## config.mk

```make
export PLATFORM = sky130hd
export DESIGN_NAME = ws2812_decoder
export DESIGN_NICKNAME = d
export VERILOG_FILES = /design/src/rtl/ws2812_decoder.sv
export SDC_FILE = /design/constraint.sdc
export NUM_CORES = 1
export LEC_CHECK = 0
export ABC_AREA = 0
export CORE_UTILIZATION = 63
export CTS_BUF_LIST = sky130_fd_sc_hd__clkbuf_4 sky130_fd_sc_hd__clkbuf_8
export CTS_CLUSTER_DIAMETER = 50
export CTS_CLUSTER_SIZE = 12
export DETAILED_ROUTE_END_ITERATION = 8
export PLACE_DENSITY = 0.89
export SYNTH_ARGS = -nofsm -noshare
export SYNTH_HDL_FRONTEND = slang
export SYNTH_SLANG_ARGS = --single-unit
```

## constraint.sdc

```tcl
create_clock -name clk -period 6.8 [get_ports clk]
set_input_delay 1.36 -clock clk [delete_from_list [all_inputs] [get_ports clk]]
set_output_delay 1.36 -clock clk [all_outputs]
set_load 0.05 [all_outputs]
```

## src/rtl/ws2812_decoder.sv

```systemverilog
// ws2812_decoder: WS2812 single-wire bit/word decoder with frame latch detection; WS2812_DEC_ERR_EN adds the err output
module ws2812_decoder #(
    parameter int W            = 24,
    parameter int T_THRESH     = 30,
    parameter int RESET_CYCLES = 2500,
    parameter int PULSE_MAX    = 60
) (
    input  logic         clk,
    input  logic         rst,
    input  logic         din,
    output logic [W-1:0] data_out,
    output logic         data_valid,
    output logic [7:0]   word_idx,
    output logic         frame_end
`ifdef WS2812_DEC_ERR_EN
    ,
    output logic         err
`endif
);
    localparam int HMAX = (PULSE_MAX > T_THRESH) ? PULSE_MAX : T_THRESH;
    localparam int HW   = $clog2(HMAX + 2);
    localparam int LW   = $clog2(RESET_CYCLES + 1);
    localparam int BW   = $clog2(W + 1);

    typedef enum logic [1:0] {WAIT_LATCH, LOW, HIGH} state_t;

    state_t        state;
    logic          din_m, din_s;
    logic [LW-1:0] low_cnt;
    logic [HW-1:0] high_cnt;
    logic [BW-1:0] bit_cnt;
    logic [7:0]    word_cnt;
    logic [W-1:0]  buffer;
    logic [W-1:0]  shifted;
    logic          too_long;
    logic          latch_hit;

    assign shifted   = {buffer[W-2:0], high_cnt >= HW'(T_THRESH)};
    assign latch_hit = low_cnt == LW'(RESET_CYCLES - 1);
`ifdef WS2812_DEC_ERR_EN
    assign too_long = high_cnt > HW'(PULSE_MAX);
`else
    assign too_long = 1'b0;
`endif

    always_ff @(posedge clk) begin
        if (rst) begin
            din_m      <= 1'b0;
            din_s      <= 1'b0;
            state      <= WAIT_LATCH;
            low_cnt    <= '0;
            high_cnt   <= '0;
            bit_cnt    <= '0;
            word_cnt   <= '0;
            buffer     <= '0;
            data_out   <= '0;
            data_valid <= 1'b0;
            word_idx   <= '0;
            frame_end  <= 1'b0;
        end else begin
            din_m      <= din;
            din_s      <= din_m;
            data_valid <= 1'b0;
            frame_end  <= 1'b0;
            case (state)
                WAIT_LATCH: begin
                    low_cnt <= din_s ? '0 : low_cnt + 1'b1;
                    if (!din_s && latch_hit)
                        state <= LOW;
                end
                LOW: begin
                    if (din_s) begin
                        state    <= HIGH;
                        high_cnt <= HW'(1);
                    end else if (low_cnt != LW'(RESET_CYCLES)) begin
                        low_cnt <= low_cnt + 1'b1;
                        if (latch_hit) begin
                            frame_end <= 1'b1;
                            bit_cnt   <= '0;
                            word_cnt  <= '0;
                        end
                    end
                end
                HIGH: begin
                    if (din_s) begin
                        high_cnt <= (&high_cnt) ? high_cnt : high_cnt + 1'b1;
                    end else begin
                        state   <= LOW;
                        low_cnt <= LW'(1);
                        if (too_long) begin
                            bit_cnt <= '0;
                        end else begin
                            buffer <= shifted;
                            if (bit_cnt == BW'(W - 1)) begin
                                data_out   <= shifted;
                                data_valid <= 1'b1;
                                word_idx   <= word_cnt;
                                word_cnt   <= (&word_cnt) ? word_cnt : word_cnt + 8'd1;
                                bit_cnt    <= '0;
                            end else begin
                                bit_cnt <= bit_cnt + 1'b1;
                            end
                        end
                    end
                end
                default: state <= WAIT_LATCH;
            endcase
        end
    end

`ifdef WS2812_DEC_ERR_EN
    // Overlong pulse at its falling edge, or a partial word thrown away at the latch.
    always_ff @(posedge clk) begin
        if (rst)
            err <= 1'b0;
        else
            err <= !din_s && ((state == HIGH && too_long) || (state == LOW && latch_hit && bit_cnt != '0));
    end
`endif
endmodule

```

After elaboration in Yosys (flattened, before gate mapping)
Cells that the tools add are included.
{"block": "totals", "reg_bits": 92, "latchBits": 0, "mem_bits_rw": 0, "mem_bits_ro": 0, "input_bits": 3, "output_inout_bits": 34, "wordCells": 80, "mem_count": 0}
{"block": "classes", "add_sub_neg": 4, "mul": 0, "div": 0, "n_lt_le_gt_ge": 1, "eq_ne": 15, "n_shift": 0, "mux": 28, "n_bitwise": 4, "n_reduce_logical": 16}
{"cell": "$mux W12", "n": 4}
{"cell": "$mux W8", "n": 6}
{"cell": "$pmux W12 S3", "n": 1}
{"cell": "$mux W5", "n": 5}
{"cell": "$ne A2 B2 Y1 const B", "n": 10}
{"cell": "$mux W6", "n": 3}
{"cell": "$pmux W8 S2", "n": 1}
{"cell": "$add A12 B1 Y12 const B", "n": 1}
{"cell": "$eq A12 B12 Y1 const B", "n": 1}
{"cell": "$ne A12 B12 Y1 const B", "n": 1}
{"cell": "$pmux W6 S2", "n": 1}
{"cell": "$pmux W5 S2", "n": 1}
{"cell": "$add A8 B1 Y8 const B", "n": 1}
{"cell": "$reduce_and A4 Y1", "n": 2}
{"cell": "$reduce_and A8 Y1", "n": 1}
{"cell": "$reduce_and A7 Y1", "n": 1}
{"cell": "$add A6 B1 Y6 const B", "n": 1}
{"cell": "$ge A6 B5 Y1 const B", "n": 1}
{"cell": "$mux W2", "n": 3}
{"cell": "$pmux W2 S3", "n": 1}
{"cell": "$reduce_and A3 Y1", "n": 2}
{"cell": "$reduce_and A6 Y1", "n": 1}
{"cell": "$add A5 B1 Y5 const B", "n": 1}
{"cell": "$eq A5 B5 Y1 const B", "n": 1}
{"cell": "other kinds (13)", "n": 17}

Depth between registers and ports, before layout
Gate-level depths: netlist (run 1).
{"block": "logic_depth", "ltp_word": 5, "ltp_mapped": 9, "depth_no_buf": 7}

Least setup slack after synthesis (run 1)
OpenSTA, ideal clock, no wires.
{"block": "synth_path", "kind": "input -> register", "from": "input port rst", "to": "register bit_cnt[4]", "setup_time_ns": 0.075, "t_arrival_ns": 2.536, "required_time_ns": 6.725, "slack_ns": 4.189, "stages": 6, "n_path_buf": 1, "cell_sequence": "clkbuf_1 > clkinv_1 > nand2_1 > a2111oi_0 > nand4_1 > o22ai_1"}
{"item": "start, declared", "line_no": "9", "rtl": "input logic rst,"}
{"item": "end signal, assigned", "line_no": "101", "rtl": "bit_cnt <= bit_cnt + 1'b1;"}
{"item": "end, declared", "line_no": "31", "rtl": "logic [BW-1:0] bit_cnt;"}

Final worst setup path (run 1)
{"block": "layout_path", "from": "register state[0]", "to": "register data_out[9]"}
{"block": "layout_via", "elab_chain_cells": 2}
{"item": "start, declared", "line_no": "27", "rtl": "state_t state;"}
{"item": "start signal, assigned", "line_no": "50", "rtl": "state <= WAIT_LATCH;"}
{"item": "start signal, assigned", "line_no": "69", "rtl": "state <= LOW;"}
{"item": "start signal, assigned", "line_no": "73", "rtl": "state <= HIGH;"}
{"item": "$eq A2 B2 Y1", "line_no": "65", "rtl": "case (state)"}
{"item": "$reduce_and A3 Y1 (no source line)"}
{"item": "end signal, assigned", "line_no": "95", "rtl": "data_out <= shifted;"}
{"item": "end, declared", "line_no": "11", "rtl": "output logic [W-1:0] data_out,"}
No other way between the ends.
A chain may end at the register's enable or synchronous reset.

==> results of run 1 <==
==> state kept, by name, indices dropped and copies added, names as in the netlist <==
signal	count
din_s	1
data_out	24
word_idx	8
bit_cnt	5
low_cnt	12
state	2
frame_end	1
buffer	23
din_m	1
word_cnt	8
high_cnt	6
data_valid	1
==> metrics by stage <==
| stage | util | instance area, um2 | instances | total power, mW |
|---|---|---|---|---|
| 2_1_floorplan | - | 3900 | 482 | 0.690 |
| 4_1_cts | 0.752 | 4480 | 583 | 1.10 |
| 5_1_grt | 0.752 | 4480 | 583 | 1.15 |
| 3_5_place_dp | 0.716 | 4260 | 567 | 0.717 |
| 3_3_place_gp | 0.716 | 4260 | 567 | 0.712 |
| 6_report | 0.752 | 4480 | 583 | 1.11 |
==> logic make-up after synthesis <==
family	after synthesis	synth area share
xor gates and xnor gates	8	0.0180
AOI/OAI and AO/OA	112	0.167
buffers and inverters	42	0.0411
muxes	3	0.00770
adders and majority gates	11	0.0353
and+or+nand+nor	214	0.259
DFF	92	0.472
==> critical path, stage by stage, from the launching register on <==
cell	delay, ns
sky130_fd_sc_hd__dfxtp_1	0.36
sky130_fd_sc_hd__inv_1	0.10
sky130_fd_sc_hd__ha_1	0.73
sky130_fd_sc_hd__nand2_1	0.67
sky130_fd_sc_hd__nor2_2	1.13
sky130_fd_sc_hd__nand2_1	0.13
sky130_fd_sc_hd__a21oi_1	0.19
==> final timing paths <==
kind | slack [ns] | cells after the start | start | end
min reg2reg | 0.46 | 2 | word_idx[7]$_SDFFE_PP0P_ | word_idx[7]$_SDFFE_PP0P_
max | 3.42 | 6 | state[0]$_SDFFE_PP0P_ | data_out[9]$_SDFFE_PP0P_
min | 0.46 | 2 | word_idx[7]$_SDFFE_PP0P_ | word_idx[7]$_SDFFE_PP0P_
max reg2reg | 3.42 | 6 | state[0]$_SDFFE_PP0P_ | data_out[9]$_SDFFE_PP0P_
==> cell usage after synthesis, types with 7 or more instances <==
| cell | number | area [um2] |
|---|---|---|
| sky130_fd_sc_hd__a21oi_1 | 72 | 360 |
| sky130_fd_sc_hd__clkbuf_1 | 26 | 97.6 |
| sky130_fd_sc_hd__dfxtp_1 | 92 | 1840 |
| sky130_fd_sc_hd__ha_1 | 11 | 138 |
| sky130_fd_sc_hd__inv_1 | 12 | 45.0 |
| sky130_fd_sc_hd__nand2_1 | 124 | 465 |
| sky130_fd_sc_hd__nand3_1 | 15 | 75.1 |
| sky130_fd_sc_hd__nand4_1 | 9 | 56.3 |
| sky130_fd_sc_hd__nor2_1 | 19 | 71.3 |
| sky130_fd_sc_hd__nor4_1 | 7 | 43.8 |
| sky130_fd_sc_hd__o21ai_0 | 7 | 35.0 |
| sky130_fd_sc_hd__or3_1 | 7 | 43.8 |
==> cell type report <==
cell class	instances	area, um2
Clock buffer	11	151
Clock inverter	5	67.6
Fill cell	430	1480
Inverter	13	48.8
Multi-Input combinational cell	348	1900
Sequential cell	92	1840
Tap cell	75	93.8
Timing Repair Buffer	39	378
==> metal layers <==
| metal | global-route usage | share of wire |
|---|---|---|
| met1 | 0.362 | 0.45 |
| met2 | 0.453 | 0.48 |
| met3 | 0.0432 | 0.046 |
| met4 | 0.139 | 0.020 |
| met5 | 0 | 0 |
==> power by group through the flow <==
stage | logic [mW] | registers (mW) | clock network [mW]
5_1_grt | 0.161 | 0.569 | 0.419
3_5_place_dp | 0.139 | 0.578 | 0
3_3_place_gp | 0.135 | 0.577 | 0
6_report | 0.143 | 0.566 | 0.399
4_1_cts | 0.141 | 0.565 | 0.398
2_1_floorplan | 0.115 | 0.575 | 0
==> run summary, run 1 <==
Routability-driven placement finished with a final weighted congestion of 0.818. Dividing the synthesized area by the synthesized cell count gives 8.09 um2. The number of clock buffers added by TritonCTS is 9. The maximum clock skew at final layout came out at 0.0120 ns. For this run, the top clock speed supported by timing is 0.295 GHz. Entering global routing, the biggest net connects 81 pins. Counting along the longest clock path gives a buffer depth of 2. Number of buffers added to fix hold violations after cts: 0. For the CTS sink count, the log shows 92. The synthesized netlist contains 50 unique library cells. The logs give 3089 for the via count of the first global-routing pass and 0.360 for the share of total power in the clock network. The antenna diode count came out at 0. The count of port buffers added during placement is 36. The share of flip-flops with an asynchronous set or reset after synthesis was 0; the endpoint arrival time on the critical path was 3.68 ns.

The run gives 5.38 mm as the detailed-placement wirelength estimate. TritonCTS built the clock tree. Power per cell area: 247 nW/um2. Row generation in the floorplan step produced 28 rows.

During I/O placement, the number of pins put on the boundary was 37. The proportion of power drawn by flip-flops and latches is 0.511, and the deepest level of the CTS H-tree is 3. The analysis attributes to cell leakage a power of 1.41 nW.

The floorplan step defined a die boundary enclosing 6510 um2. The total iterations of the first detailed-routing run is 7, and the quantity of gates resized following cts is 0. Dividing the detail-routed wire length by the instance count gives 14.4 um. The time the final worst path needs with I/O delays and setup is 3.38 ns. Synthesis produced 482 cells.

The tools report the library cell used as clock root buffer as sky130_fd_sc_hd__clkbuf_8. The synthesized design contains 92 register bits. Summing over every cut layer, the via total after detailed routing is 3439. Data on the critical path is required at its endpoint by 7.09 ns. Setup violations remaining at the end of the flow were counted as 0. Yosys mapped a number of flops with a built-in enable equal to 0. The internal power of the cells is 0.792 mW. The type of the setup path with the least slack is reg2reg.

Final hold violation count: 0. The library cells used most frequently in the layout, excluding fill and tap cells, are sky130_fd_sc_hd__nand2_1, sky130_fd_sc_hd__dfxtp_1, sky130_fd_sc_hd__a21oi_1. The first-pass GRT wire length was 14.2 mm. The count of nets left with antenna violations once routing finished came out at 0.

From left edge to right edge, the die measures 80.7 um. The final layout contains routed wiring with a total length of 8.39 mm. The net switching power figure was 0.315 mW; the global-route congestion overflow total was 0.

For the final routed database, the setup TNS stands at 0 ns. The number of max-slew violations in the final report came out at 0. The floorplan step defined a core boundary enclosing 5960 um2. The number of vias per cell works out to 5.90. The flow ran to the end, and the final reports show no timing, DRC or antenna violations. Leaving out fill and tap cells, the most frequent cell in the layout is sky130_fd_sc_hd__nand2_1. The run gives 0.472 as the fraction of the yosys area taken by sequential cells. For this block, the initial DRC count from the detailed router was 306. Kind of end point of the critical path: a flop. Before CTS, the worst setup slack after placement is 3.43 ns.

For the pin with the worst max-slew slack, the measured transition is 1.22 ns. The highest ir drop seen on vdd was 0.173 mV. Setup repair after global routing left no endpoint under its margin. The number of warnings issued by yosys was 0. Buffers added to address setup during post-CTS repair amount to 0. Initial standard-cell utilization of the core: 0.655.

In this run the worst path has a maximum fanout of 33. The fraction of layout instances using a drive strength above 1 works out to 0.0551. Final critical-path share of the clock period: 0.498.

The worst hold slack across all endpoints was 0.460 ns. The logs give 0.129 for the combinational power share and 0 for the count of maximum capacitance violations. The clock edge transition at the registers on the reported setup and hold paths was 0.10 ns. Total routing resource utilization after global routing: 0.281.

Measured along the y axis, the die boundary spans 80.7 um. The count of nets after finishing is 517. In the routed design, unresolved DRC markers number 0. The worst hold path belongs to the class reg2reg. Once routing completed, OpenROAD measured the worst setup slack at 3.42 ns. The switching share of total power came out at 0.285. The most used flip-flop cell after synthesis is sky130_fd_sc_hd__dfxtp_1. The worst setup path is launched from a flop. The number of antenna violations at the first check in global routing is 0, and the post-synthesis to final-layout area growth is 14.9%. The number of nets handed over by synthesis was 496. Relative slew slack: 0.186. The clock insertion delay at the later pin of the skew report is 0.38 ns.

The cell area that synthesis handed to floorplanning was 3900 um2.
Note: power is estimated with default switching activity, not from simulation.
==> run 2: changes to the inputs <==
- CORE_UTILIZATION: 63 -> 59
- PLACE_DENSITY: 0.89 -> 0.84
- clock period: 6.8 -> 3.2 ns (I/O delays scaled with it)
==> run 2 against run 1 <==
  * Sequential power up 110%
  * Routed wire length down 3.2%
  * Highest routed layer unchanged
  * Largest cell class unchanged
  * Sequential cell count unchanged
==> run summary, run 2 (synthesis gave the netlist of run 1 again) <==
The flow ran to the end, and the final reports show no timing, DRC or antenna violations. For the TritonCTS buffer count, the log shows 9 (unchanged). The post-synthesis to final-layout area growth works out to 14.8% (was 14.9%).

The horizontal die dimension is 83.3 um (was 80.7 um), and the total of fill cells in the finished design is 503 (was 430). The leading cell type in the layout, fill and taps excluded was sky130_fd_sc_hd__nand2_1 (unchanged). The count of pins on the block boundary came out at 37 (unchanged). Number of antenna violations at the first check in global routing: 0 (unchanged).

The maximum clock skew at final layout is 0.0119 ns (was 0.0120 ns), and the initial standard-cell utilization of the core is 0.614 (was 0.655). The CTS sink count was 92 (unchanged); the setup TNS was 0 ns (unchanged). The clock edge transition at the registers on the reported setup and hold paths was 0.09 ns (was 0.10 ns). The run gives 6350 um2 (was 5960 um2) as the area of the core. Kind of end point of the critical path: a flop (unchanged). The die height works out to 83.3 um (was 80.7 um). The logs give 0 (unchanged) for the number of buffers added to fix hold violations after cts and 1.41 nW (about the same) for the leakage component of the power.

The first-pass GRT wire length is 14.0 mm (was 14.2 mm). The antenna diode count was 0 (unchanged); the worst-case reg-to-reg path depth was 7 (was 6). Registers with the most flip-flops: data_out (24), buffer (23), low_cnt (12) (unchanged). Worst hold slack across all endpoints: 0.457 ns (was 0.460 ns). The total routing resource utilization after global routing was 0.243 (was 0.281). Top fanout value on the critical path: 13 (was 33). The deepest level of the CTS H-tree was 3 (unchanged); the quantity of gates resized following cts was 0 (unchanged). For the first-iteration detailed-routing DRC count, the log shows 190 (was 306).

The highest ir drop seen on vdd was 0.377 mV (was 0.173 mV); the met3 routing resource usage after global routing was 0.0726 (was 0.0432). The final critical-path share of the clock period was 0.792 (was 0.498); the last weighted congestion value of the routability-driven placer was 0.871 (was 0.818). The cell depth of the worst hold path works out to 2 (unchanged).

For the remaining design rule violation count, the log shows 0 (unchanged). Most flop-heavy register: data_out (unchanged). The run gives 8.13 mm (was 8.39 mm) as the total wire length. The run gives 573 (was 567) as the number of placed instances with taps included.

The run gives 0 (unchanged) as the count of nets left with antenna violations after detail routing. The clock insertion delay at the later pin of the skew report is 0.36 ns (was 0.38 ns). The tools report the library cell used as clock root buffer as sky130_fd_sc_hd__clkbuf_8 (unchanged). The detailed-placement wirelength estimate was 5.40 mm (was 5.38 mm); the number of max-slew violations in the final report was 0 (unchanged). Commonest cells after routing, fill and taps aside: sky130_fd_sc_hd__nand2_1, sky130_fd_sc_hd__dfxtp_1, sky130_fd_sc_hd__a21oi_1 (unchanged). Total power draw: 2.23 mW (was 1.11 mW).

The per-cell routed wire length is 13.8 um (was 14.4 um), and the floorplan die area is 6940 um2 (was 6510 um2). The number of vias per cell was 5.77 (was 5.90); the time the final worst path needs with I/O delays and setup was 2.54 ns (was 3.38 ns). Layer with the highest usage: met2 (unchanged). The logs give 0 (unchanged) for the global-route congestion overflow total and 4 (was 7) for the total iterations of the first detailed-routing run. Setup repair after global routing left no endpoint under its margin.

The highest clock rate was 0.394 GHz (was 0.295 GHz); the largest net degree at the start of global routing was 80 (was 81). The post-placement cell area was 4290 um2 (was 4260 um2); the required time at the endpoint of the critical path was 3.48 ns (was 7.09 ns). The run gives 0.475 (was 0.186) as the relative slew slack.

The fraction of layout instances using a drive strength above 1 is 0.0625 (was 0.0551), and the count of nets after finishing is 521 (was 517). The type of the tightest min-delay check was reg2reg (unchanged). The run gives 29 (was 28) as the number of core rows. The run gives 0 (unchanged) as the post-CTS setup-driven buffer insertion count. The run gives 2.81 ns (was 3.68 ns) as the endpoint arrival time on the critical path.

The tools report the design area as 4470 um2 (was 4480 um2). The maximum buffer depth of the clock tree was 2 (unchanged). The transition at the pin with the smallest max-transition slack was 0.787 ns (was 1.22 ns); the global-route met2 utilization was 0.403 (was 0.453).

The number of flip-flops under the largest register name came out at 24 (unchanged). The count of port buffers added during placement is 36 (unchanged), and the count of maximum capacitance violations is 0 (unchanged). The type of the setup path with the least slack is reg2reg (unchanged). The non-filler instance count after layout was 589 (was 583); the number of vias after detailed routing was 3399 (was 3439). The number of failing setup endpoints in the final timing report was 0 (unchanged). TritonCTS built the clock tree. Power per cell area: 498 nW/um2 (was 247 nW/um2). The final hold violation count is 0 (unchanged).

The startpoint class of the critical path was a flop (unchanged). The logs give 3145 (was 3089) for the via count of the first global-routing pass and 0.304 (was 0.362) for the met1 usage in global routing.
==> run 2: cell types whose count changed in the layout (fill, tap and decap cells not counted), sizes merged <==
cell | previous run | this run
buf | 4 | 8
clkinvlp | 0 | 2
bufinv | 1 | 0
clkbuf | 11 | 10
==> run 2: layer usage <==
| metal | vias up | wire length [um] |
|---|---|---|
| met3 | 7 | 416 |
| met2 | 79 | 3800 |
| met4 | 0 | 74 |
| li1 | 1721 | - |
| met1 | 1592 | 3830 |
| met5 | - | 0 |
==> run 2: path summary, 6_finish.rpt <==
path | slack [ns] | start | to
max | 0.66 | state[1]$_SDFFE_PP0P_ | bit_cnt[3]$_SDFFE_PP0P_
min | 0.46 | data_out[20]$_SDFFE_PP0P_ | data_out[20]$_SDFFE_PP0P_
min reg2reg | 0.46 | data_out[20]$_SDFFE_PP0P_ | data_out[20]$_SDFFE_PP0P_
max reg2reg | 0.66 | state[1]$_SDFFE_PP0P_ | bit_cnt[3]$_SDFFE_PP0P_
==> run 2: worst max-delay path, stage by stage, from the launching register on <==
cell and delay (ns):
sky130_fd_sc_hd__dfxtp_1 0.35, sky130_fd_sc_hd__inv_1 0.11, sky130_fd_sc_hd__ha_1 0.31, sky130_fd_sc_hd__nand3b_1 0.11, sky130_fd_sc_hd__or4_4 0.43, sky130_fd_sc_hd__a211o_1 0.46
sky130_fd_sc_hd__or4_1 0.55, sky130_fd_sc_hd__a21oi_1 0.15
==> run 2: area by class of cell <==
type / count / area (um2) / share of cell area
clock inverter: 6 / 48.8 / 0.0109
timing repair buffer: 43 / 408 / 0.0912
clock buffer: 10 / 131 / 0.0294
tap: 77 / 96.3 / 0.0215
sequential: 92 / 1840 / 0.412
inverter: 13 / 48.8 / 0.0109
multi-input combinational: 348 / 1900 / 0.424
==> run 2: per-stage QoR <==
step	utilization	setup WS, ns
finish	0.705	0.664
global route	0.705	0.487
CTS	0.705	0.683
detailed placement	0.676	0.696
global placement	0.676	0.794
floorplan	-	0.881
==> run 2: power by group <==
| group | switching [mW] | internal (mW) | leakage [nW] |
|---|---|---|---|
| sequential | 0.0292 | 1.17 | 0.742 |
| clock | 0.416 | 0.299 | 0.0882 |
| combinational | 0.209 | 0.104 | 0.575 |
